--- src/rtl/uart_loader_if.sv ---
// uart_loader_if: loader-to-core bundle; master = loader (rx, skip in; uart_data, uart_addr, uart_done, word_strobe, frame_err out), slave = core/driver side
interface uart_loader_if;
  logic rx;
  logic skip;
  logic [31:0] uart_data;
  logic [31:0] uart_addr;
  logic uart_done;
  logic word_strobe;
  logic frame_err;
  modport master(input rx, skip, output uart_data, uart_addr, uart_done, word_strobe, frame_err);
  modport slave(output rx, skip, input uart_data, uart_addr, uart_done, word_strobe, frame_err);
endinterface

--- src/rtl/uart_loader.sv ---
// uart_loader: 8N1 UART receiver packing bytes little-endian into 32-bit words for memory port B; ports clk, rst, bus (uart_loader_if.master); optional idle timeout via UART_LOADER_TIMEOUT_EN
module uart_loader #(
`ifdef UART_LOADER_TIMEOUT_EN
  parameter int unsigned TIMEOUT_CLKS = 2_500_000,
`endif
  parameter int unsigned CLKS_PER_BIT = 217,
  parameter int unsigned WORD_COUNT = 16384,
  parameter logic [31:0] BASE_ADDR = 32'h0000_0000
) (
  input logic clk,
  input logic rst,
  uart_loader_if.master bus
);
  localparam logic [1:0] IDLE = 2'd0, START = 2'd1, DATA = 2'd2, STOP = 2'd3;
  localparam int CW = $clog2(CLKS_PER_BIT);
  localparam int WW = $clog2(WORD_COUNT + 1);
  logic rx_m_q, rx_s_q;
  logic [1:0] st_q, st_d;
  logic [CW-1:0] cnt_q, cnt_d;
  logic [2:0] bit_q, bit_d;
  logic [7:0] sh_q, sh_d;
  logic [1:0] bi_q, bi_d;
  logic [WW-1:0] wi_q, wi_d;
  logic [23:0] w_q, w_d;
  logic [31:0] data_q, data_d, addr_q, addr_d;
  logic done_q, done_d, stb_q, stb_d, ferr_q, ferr_d;
  logic [1:0] dr_q, dr_d;
  logic half, full_bit, bv, full, fin, tout;
  assign half = cnt_q == CW'(CLKS_PER_BIT / 2 - 1);
  assign full_bit = cnt_q == CW'(CLKS_PER_BIT - 1);
  assign full = wi_q == WW'(WORD_COUNT);
  assign fin = full || tout;
  always_comb begin
    st_d = st_q;
    cnt_d = cnt_q + 1'b1;
    bit_d = bit_q;
    sh_d = sh_q;
    bv = 1'b0;
    ferr_d = 1'b0;
    case (st_q)
      IDLE: begin
        cnt_d = '0;
        st_d = rx_s_q ? IDLE : START;
      end
      START: if (half) begin
        cnt_d = '0;
        bit_d = '0;
        st_d = rx_s_q ? IDLE : DATA;
      end
      DATA: if (full_bit) begin
        cnt_d = '0;
        sh_d = {rx_s_q, sh_q[7:1]};
        bit_d = bit_q + 1'b1;
        st_d = bit_q == 3'd7 ? STOP : DATA;
      end
      default: if (full_bit) begin
        cnt_d = '0;
        st_d = IDLE;
        bv = rx_s_q && !done_q;
        ferr_d = !rx_s_q && !done_q;
      end
    endcase
    if (done_q) st_d = IDLE;
  end
  always_comb begin
    bi_d = bi_q;
    wi_d = wi_q;
    w_d = w_q;
    data_d = data_q;
    addr_d = addr_q;
    stb_d = 1'b0;
    if (bv && !full) begin
      if (bi_q == 2'd3) begin
        data_d = {sh_q, w_q};
        addr_d = BASE_ADDR + (32'(wi_q) << 2);
        stb_d = 1'b1;
        wi_d = wi_q + 1'b1;
        bi_d = '0;
      end else begin
        w_d = {sh_q, w_q[23:8]};
        bi_d = bi_q + 1'b1;
      end
    end
    if (tout) bi_d = '0;
    dr_d = (!done_q && (fin || dr_q != 2'd0)) ? dr_q + 2'd1 : dr_q;
    done_d = done_q || bus.skip || dr_q == 2'd1;
  end
`ifdef UART_LOADER_TIMEOUT_EN
  localparam int TW = $clog2(TIMEOUT_CLKS + 1);
  logic [TW-1:0] idle_q;
  logic got_q;
  assign tout = idle_q == TW'(TIMEOUT_CLKS);
  always_ff @(posedge clk) begin
    if (rst) begin
      idle_q <= '0;
      got_q <= 1'b0;
    end else begin
      got_q <= got_q || bv;
      idle_q <= (st_q != IDLE || !rx_s_q) ? '0 : (got_q && !tout) ? idle_q + 1'b1 : idle_q;
    end
  end
`else
  assign tout = 1'b0;
`endif
  always_ff @(posedge clk) begin
    if (rst) begin
      rx_m_q <= 1'b1;
      rx_s_q <= 1'b1;
      st_q <= IDLE;
      cnt_q <= '0;
      bit_q <= '0;
      sh_q <= '0;
      bi_q <= '0;
      wi_q <= '0;
      w_q <= '0;
      data_q <= '0;
      addr_q <= BASE_ADDR;
      done_q <= 1'b0;
      stb_q <= 1'b0;
      ferr_q <= 1'b0;
      dr_q <= '0;
    end else begin
      rx_m_q <= bus.rx;
      rx_s_q <= rx_m_q;
      st_q <= st_d;
      cnt_q <= cnt_d;
      bit_q <= bit_d;
      sh_q <= sh_d;
      bi_q <= bi_d;
      wi_q <= wi_d;
      w_q <= w_d;
      data_q <= data_d;
      addr_q <= addr_d;
      done_q <= done_d;
      stb_q <= stb_d;
      ferr_q <= ferr_d;
      dr_q <= dr_d;
    end
  end
  assign bus.uart_data = data_q;
  assign bus.uart_addr = addr_q;
  assign bus.uart_done = done_q;
  assign bus.word_strobe = stb_q;
  assign bus.frame_err = ferr_q;
endmodule

--- src/flat_wrapper.sv ---
// flat-port wrapper written by rule: the top's interface ports become plain ports
module uart_loader_flat 
#(

  parameter int unsigned CLKS_PER_BIT = 217,
  parameter int unsigned WORD_COUNT = 16384,
  parameter logic [31:0] BASE_ADDR = 32'h0000_0000
)
  (clk, rst, bus_rx, bus_skip, bus_uart_data, bus_uart_addr, bus_uart_done, bus_word_strobe, bus_frame_err);
  uart_loader_if bus_i ();
  input logic clk;
  input logic rst;
  input wire logic [$bits(bus_i.rx)-1:0] bus_rx;
  input wire logic [$bits(bus_i.skip)-1:0] bus_skip;
  output wire logic [$bits(bus_i.uart_data)-1:0] bus_uart_data;
  output wire logic [$bits(bus_i.uart_addr)-1:0] bus_uart_addr;
  output wire logic [$bits(bus_i.uart_done)-1:0] bus_uart_done;
  output wire logic [$bits(bus_i.word_strobe)-1:0] bus_word_strobe;
  output wire logic [$bits(bus_i.frame_err)-1:0] bus_frame_err;
  assign bus_i.rx = bus_rx;
  assign bus_i.skip = bus_skip;
  assign bus_uart_data = bus_i.uart_data;
  assign bus_uart_addr = bus_i.uart_addr;
  assign bus_uart_done = bus_i.uart_done;
  assign bus_word_strobe = bus_i.word_strobe;
  assign bus_frame_err = bus_i.frame_err;
  uart_loader #(.CLKS_PER_BIT(CLKS_PER_BIT), .WORD_COUNT(WORD_COUNT), .BASE_ADDR(BASE_ADDR)) u_core (.clk(clk), .rst(rst), .bus(bus_i));
endmodule
--- config.mk ---
export PLATFORM = sky130hd
export DESIGN_NAME = uart_loader_flat
export DESIGN_NICKNAME = d
export VERILOG_FILES = /design/src/rtl/uart_loader_if.sv /design/src/rtl/uart_loader.sv /design/src/flat_wrapper.sv
export SDC_FILE = /design/constraint.sdc
export NUM_CORES = 1
export LEC_CHECK = 0
export CAP_MARGIN = 20
export CORE_ASPECT_RATIO = 1.2
export CORE_MARGIN = 10
export CORE_UTILIZATION = 49
export DETAILED_ROUTE_END_ITERATION = 12
export PLACE_DENSITY = 0.82
export SYNTH_ARGS = -nofsm -noshare
export SYNTH_HDL_FRONTEND = slang
export SYNTH_SLANG_ARGS = --single-unit
--- constraint.sdc ---
create_clock -name clk -period 2 [get_ports clk]
set_clock_uncertainty 0.1 [all_clocks]
set_input_delay 0.4 -clock clk [delete_from_list [all_inputs] [get_ports clk]]
set_output_delay 0.4 -clock clk [all_outputs]
set_load 0.005 [all_outputs]
==> results of run 1 <==
==> cells by family after synthesis <==
kind of cell | after synthesis | synth area share
buffers and inverters | 73 | 0.0718
adder cells (fa/ha/maj) | 13 | 0.0317
other | 1 | 0.000732
flip-flops | 116 | 0.453
AND/OR/NAND/NOR | 197 | 0.214
multiplexers | 44 | 0.0886
XOR/XNOR | 6 | 0.0103
AO/OA/AOI/OAI | 124 | 0.130
==> stage by stage <==
step	utilization	total power [µW]
3_3_place_gp	0.597	2470
2_1_floorplan	-	2460
6_report	0.680	5270
5_1_grt	0.680	5400
4_1_cts	0.661	5260
3_5_place_dp	0.597	2470
==> flip-flops by register name, indices dropped and copies added, names as in the netlist <==
name	flops
u_core.st_q	2
u_core.rx_m_q	1
u_core.cnt_q	8
u_core.sh_q	8
u_core.bus.word_strobe	1
u_core.bus.uart_data	32
u_core.w_q	24
u_core.bus.uart_addr	15
u_core.bus.uart_done	1
u_core.bus.frame_err	1
u_core.dr_q	2
u_core.wi_q	15
u_core.rx_s_q	1
u_core.bi_q	2
u_core.bit_q	3
==> worst register-to-register path: stages, from the launching register on <==
cell      delay (ps)
dfxtp_2          320
inv_1             60
ha_2             180
nand4b_1         150
buf_4            180
or4_4            450
or3_1            330
a21oi_1          180
==> path summary, 6_finish.rpt <==
check / to / slack (ps) / depth (start not counted)
hold / removal: u_core.sh_q[7]$_SDFFE_PP0P_ / 300 / 2
setup / recovery: u_core.wi_q[3]$_SDFFE_PP0P_ / -30 / 7
hold reg to reg: u_core.rx_s_q$_SDFF_PP1_ / 310 / 1
setup reg to reg: u_core.wi_q[3]$_SDFFE_PP0P_ / -30 / 7
==> routing by layer <==
layer  wire [µm]  track usage  up-vias
li1            -            -     2161
met1        5320        0.190     2176
met2        7260        0.304      150
met3         875       0.0560       37
met4         377       0.0685        0
met5           0            0        -
==> cell type report <==
class | instances | area [µm²] | area share
tap | 126 | 158 | 0.0229
timing repair buffer | 117 | 1080 | 0.157
clock inverter | 8 | 77.6 | 0.0113
multi-input combinational | 403 | 2700 | 0.393
clock buffer | 23 | 478 | 0.0695
sequential | 116 | 2340 | 0.340
inverter | 11 | 41.3 | 0.00600
==> power by group through the flow <==
stage               clock, µW  sequential [µW]  combinational [µW]
finish                   2840             2320                 111
global route             2960             2320                 122
CTS                      2840             2320                 106
detailed placement          0             2370                 102
global placement            0             2370                99.5
floorplan                   0             2370                89.9
==> synthesized netlist by cell type, types with 3 or more instances <==
library cell	instances
dfxtp_1	116
o21ai_0	56
a21oi_1	55
nand3_1	55
nor2_1	36
nand2b_1	34
mux2i_1	33
clkbuf_1	29
buf_4	20
nand2_1	14
ha_1	13
nor2b_1	13
inv_1	11
mux2_2	11
buf_2	9
nor3_1	7
nand4_1	6
nor4_1	6
or4_1	5
and4_1	4
xnor2_1	4
buf_1	3
nor4b_1	3
==> layout by cell type (no fill, tap or decap), types with 3 or more instances in the layout <==
| cell | synthesis | layout |
|---|---|---|
| o21ai_0 | 56 | 55 |
| a21oi_1 | 55 | 54 |
| conb_1 | 1 | 17 |
| nor2b_1 | 13 | 13 |
| mux2i_1 | 33 | 33 |
| dfxtp_2 | 0 | 10 |
| nand4_1 | 6 | 6 |
| buf_12 | 0 | 4 |
| nor3_2 | 1 | 3 |
| clkbuf_16 | 0 | 17 |
| ha_1 | 13 | 9 |
| nand3_1 | 55 | 55 |
| nor4_4 | 0 | 3 |
| or4_4 | 0 | 4 |
| clkinv_2 | 0 | 3 |
| nand2b_1 | 34 | 34 |
| inv_1 | 11 | 11 |
| clkbuf_8 | 0 | 3 |
| dfxtp_1 | 116 | 105 |
| nor2_1 | 36 | 36 |
| xnor2_1 | 4 | 4 |
| buf_4 | 20 | 55 |
| nor3_1 | 7 | 5 |
| mux2_2 | 11 | 9 |
| nor4_2 | 0 | 3 |
| clkdlybuf4s50_1 | 0 | 52 |
| buf_6 | 1 | 6 |
| clkbuf_1 | 29 | 3 |
| nand2_1 | 14 | 13 |
==> repair_timing <==
action	in CTS	in global routing
setup endpoints to repair	69	77
resized for setup	17	32
buffers inserted	4	7
pin swaps	7	12
cloned	1	1
hold buffers	0	0
==> impl_metrics.py, run 1 <==
metrics = {
    "run_status": {
        "status": "finished, violations left",
        "violations": "negative setup slack",
    },
    "job": {
        "maxCapViolCount": 0,
    },
    "global_route": {
        "grt_max_degree": 44,
        "grt_pass1_vias": 4432,
        "grt_remaining_overflow": 0,
        "track_usage": 0.175,
        "grt_pass1_wl_um": 21900,
        "antenna_found_initial": 0,
    },
    "die": {
        "die_x_um": 113,
        "io_pins": 71,
        "die_h_um": 132,
        "start_util": 0.507,
        "design.die.area_um2": 15000,
        "core_area_um2": 10100,
        "rows": 40,
    },
    "hold_path": {
        "hold_path_class": "input pin to flop",
        "worstHoldStart": "rst",
    },
    "setup_path": {
        "cpMaxStageDelayCell": "or4_4",
        "worstSetupPathType": "flop to flop",
        "crit_start": "u_core.cnt_q[0]$_SDFF_PP0_",
        "crit_buf_inv": 2,
        "startpoint_type": "flop",
        "critPathCaptureType": "flop",
        "crit_family": "simple AND/OR/NAND/NOR gates",
        "required_ps": 2240,
        "worstPathCellList": "inv_1 > ha_2 > nand4b_1 > buf_4 > or4_4 > or3_1 > a21oi_1",
        "arrival_ps": 2270,
        "crit_fanout": 4,
        "r2r_start": "u_core.cnt_q[0]$_SDFF_PP0_",
        "slowest_delay_ps": 450,
    },
    "routing": {
        "drcViolationCount": 0,
        "drt_iter0_drc": 353,
        "dr.pass1.iters": 5,
        "via_count": 4524,
        "routedWlPerCell_um": 17.2,
        "wl_um": 13800,
        "via_per_inst": 5.63,
        "ant_nets": 0,
    },
    "yosys": {
        "synth_area_per_cell_um2": 8.93,
        "synth_cell_types": 48,
        "synth_top_area_cell": "dfxtp_1",
        "synthArstFlopShare": 0,
        "synth_seq_cells": 116,
        "synthTopCellsByArea": "dfxtp_1 (45%), mux2i_1 (6.4%), o21ai_0 (5.5%)",
        "syn_inst": 574,
        "synth_edf_count": 0,
        "synth_warnings": 0,
        "yosysSeqAreaShare": 0.453,
        "syn_area_um2": 5130,
        "synth_top_area_frac": 0.453,
        "synth_ff_type": "dfxtp_1",
    },
    "final_layout": {
        "drive_gt1_frac": 0.220,
        "final_nets": 683,
        "fin_cells": 804,
        "antenna_cells": 0,
        "design_area_um2": 6880,
        "area_growth_pct": 34.1,
        "n_fill_cell": 739,
    },
    "clock_tree": {
        "cts_inserted_buffers": 17,
        "tritoncts": "built",
        "clkLatencyLatePin_ps": 430,
        "cts.clk_slew.worst_paths_ps": 60,
        "cts-root-buf": "clkbuf_16",
        "clk_path_buf_depth": 2,
        "htreeDepth": 4,
        "clkSinkCount": 116,
    },
    "place": {
        "gp_congestion": 0.840,
        "placed_area_um2": 6030,
        "post-place-ws_ps": -112,
        "hpwlAfterDp_um": 8850,
        "dp_cells": 760,
        "numPortBuffers": 53,
    },
    "sta": {
        "finalCritPeriodShare": 1.01,
        "hold_ws_ps": 302,
        "max_freq_mhz": 493,
        "hold_violations": 0,
        "slew_violations": 0,
        "fin_crit_ps": 2030,
        "fin_setup_tns_ps": -46.6,
        "fin_ws_ps": -26.6,
        "rsz0062_at_grt": "true",
        "setup_violations": 3,
    },
    "power_and_ir_drop": {
        "p_seq_frac": 0.440,
        "clockPowerShare": 0.539,
        "p_sw_uw": 1120,
        "powerDensity_nw_per_um2": 767,
        "p_leak_uw": 0.00267,
        "ir_worst_vdd_mv": 0.546,
        "pwr-share-comb": 0.021,
        "swShare": 0.213,
        "p_int_uw": 4150,
    },
}
(Power assumes the default switching activity.)
==> run 2: changes to the inputs <==
--- a/config.mk
+++ b/config.mk
@@ -5,12 +5,11 @@
 export SDC_FILE = /design/constraint.sdc
 export NUM_CORES = 1
 export LEC_CHECK = 0
-export CAP_MARGIN = 20
 export CORE_ASPECT_RATIO = 1.2
 export CORE_MARGIN = 10
 export CORE_UTILIZATION = 49
 export DETAILED_ROUTE_END_ITERATION = 12
-export PLACE_DENSITY = 0.82
+export PLACE_DENSITY_LB_ADDON = 0.15
 export SYNTH_ARGS = -nofsm -noshare
 export SYNTH_HDL_FRONTEND = slang
 export SYNTH_SLANG_ARGS = --single-unit
==> run 2 against run 1 <==
  * The run now ends clean
  * Sequential share of layout area is 0.43 points lower
  * Global-route usage is 0.70 points lower
  * Worst hold slack better by 9.5 ps
  * Via count is 3.6% lower
  * First-iteration DRC count is 43% lower
  * Total power is 5.1% higher
  * Routed wire length is 6.7% lower
  * Fmax is 1.5% higher
  * Clock power is 9.2% higher
  * Utilization is 0.62 points higher
  * Critical path depth is 2 lower
  * Final area is 0.91% higher
  * Largest cell class unchanged
==> impl_metrics.py, run 2 (synthesis gave the netlist of run 1 again) <==
metrics = {
    "clock_tree": {
        "cts_inserted_buffers": 17,
        "clkLatencyLatePin_ps": 410,
        "tritoncts": "built",
        "cts.clk_slew.worst_paths_ps": 50,
        "htreeDepth": 4,
        "clk_path_buf_depth": 2,
        "clkSinkCount": 116,
        "cts-root-buf": "clkbuf_16",
    },
    "place": {
        "hpwlAfterDp_um": 8760,
        "gp_congestion": 0.829,
        "post-place-ws_ps": -121,
        "numPortBuffers": 53,
    },
    "power_and_ir_drop": {
        "swShare": 0.196,
        "p_int_uw": 4450,
        "p_seq_frac": 0.419,
        "clockPowerShare": 0.560,
        "ir_worst_vdd_mv": 0.562,
        "p_sw_uw": 1090,
        "pwr-share-comb": 0.021,
        "p_leak_uw": 0.00271,
        "powerDensity_nw_per_um2": 798,
    },
    "sta": {
        "slew_violations": 0,
        "rsz0062_at_grt": "true",
        "hold_ws_ps": 312,
        "max_freq_mhz": 501,
        "fin_crit_ps": 2000,
        "hold_violations": 0,
        "setup_violations": 0,
        "finalCritPeriodShare": 0.998,
        "fin_ws_ps": 3.23,
    },
    "final_layout": {
        "antenna_cells": 0,
        "drive_gt1_frac": 0.206,
        "final_nets": 680,
        "final_cell_mix": "dfxtp_1 (110), o21ai_0 (56), a21oi_1 (55)",
        "area_growth_pct": 35.4,
        "layout.cells.most_common": "dfxtp_1",
        "n_fill_cell": 805,
        "largest_reg_flops": 32,
    },
    "routing": {
        "via_per_inst": 5.44,
        "via_count": 4359,
        "drt_iter0_drc": 201,
        "dr.pass1.iters": 5,
        "ant_nets": 0,
        "drcViolationCount": 0,
        "routedWlPerCell_um": 16.1,
        "wl_um": 12900,
    },
    "die": {
        "io_pins": 71,
        "design.die.area_um2": 15000,
        "core_area_um2": 10100,
        "start_util": 0.507,
        "rows": 40,
        "die_x_um": 113,
        "die_h_um": 132,
    },
    "global_route": {
        "grt_remaining_overflow": 0,
        "grt_pass1_vias": 4279,
        "gr-max-usage-layer": "met2",
        "track_usage": 0.168,
        "antenna_found_initial": 0,
        "use_met2": 0.282,
        "grt_util_met3": 0.0537,
        "grt_max_degree": 42,
        "grt_pass1_wl_um": 20900,
        "grt_use_met1": 0.186,
    },
    "setup_path": {
        "r2r_slack_ps": 3,
        "r2r_start": "u_core.bi_q[1]$_SDFFE_PP0P_",
        "reg2reg_to": "u_core.wi_q[11]$_SDFFE_PP0P_",
        "required_ps": 2200,
        "critPathCaptureType": "flop",
        "worstSetupPathType": "flop to flop",
        "startpoint_type": "flop",
        "arrival_ps": 2190,
        "r2r_cells": 5,
        "crit_fanout": 5,
    },
    "hold_path": {
        "holdPathStages": 2,
        "worstHoldStart": "rst",
        "whs_endpoint": "u_core.sh_q[3]$_SDFFE_PP0P_",
        "hold_path_class": "input pin to flop",
    },
    "job": {
        "maxCapViolCount": 0,
    },
    "run_status": {
        "status": "finished clean",
    },
}
run 2: power groups by stage:
stage          clock network, µW  registers, µW  logic (µW)
2_1_floorplan                  0           2370        89.9
3_3_place_gp                   0           2370         107
3_5_place_dp                   0           2370         109
4_1_cts                     3150           2320         110
5_1_grt                     3250           2320         126
6_report                    3100           2320         114
run 2: worst max-delay path, stage by stage (launching register included):
cell     delay [ps]
dfxtp_2         350
ha_4            140
nand4_1         150
or4_4           610
nor3_1          190
mux2_2          350
run 2: worst max path at each step:
stage | start | end | slack, ps | depth (start not counted)
detailed placement | u_core.bi_q[1]$_SDFFE_PP0P_ | u_core.wi_q[7]$_SDFFE_PP0P_ | -120 | 5
CTS | u_core.bi_q[1]$_SDFFE_PP0P_ | u_core.wi_q[11]$_SDFFE_PP0P_ | -2 | 5
finish | u_core.bi_q[1]$_SDFFE_PP0P_ | u_core.wi_q[11]$_SDFFE_PP0P_ | 3 | 5
global placement | u_core.bi_q[1]$_SDFFE_PP0P_ | u_core.wi_q[7]$_SDFFE_PP0P_ | -50 | 5
global route | u_core.bi_q[1]$_SDFFE_PP0P_ | u_core.wi_q[11]$_SDFFE_PP0P_ | -40 | 5
floorplan | u_core.bi_q[0]$_SDFFE_PP0P_ | u_core.wi_q[7]$_SDFFE_PP0P_ | 4 | 6
run 2: area by class of cell:
class	count	area [µm²]	area share
Sequential cell	116	2330	0.336
Clock buffer	24	492	0.0709
Clock inverter	8	123	0.0177
Inverter	11	41.3	0.00595
Timing Repair Buffer	115	1100	0.159
Tap cell	126	158	0.0227
Multi-Input combinational cell	402	2700	0.388
run 2: metrics by stage:
stage | cell area, µm² | utilization | TNS, ps | instances | total power, µW
2_1_floorplan | 5240 | - | 0 | 590 | 2460
3_3_place_gp | 6080 | 0.601 | -140 | 764 | 2480
3_5_place_dp | 6080 | 0.601 | -711 | 764 | 2480
4_1_cts | 6740 | 0.666 | -2.21 | 798 | 5580
5_1_grt | 6940 | 0.686 | -334 | 802 | 5700
6_report | 6940 | 0.686 | 0 | 802 | 5540
run 2: layer usage:
layer / part of all wire / up-vias
met2: 0.53 / 102
met3: 0.052 / 19
li1: - / 2157
met5: 0 / -
met4: 0.018 / 0
met1: 0.40 / 2081
run 2: what timing repair did:
item | in CTS | in global routing
pin swaps | 3 | 12
hold buffers | 0 | 0
endpoints found under the hold margin | 0 | 0
gates resized for setup | 8 | 30
buffers inserted | 1 | 3
gates cloned | 1 | 1
setup endpoints to repair | 84 | 71
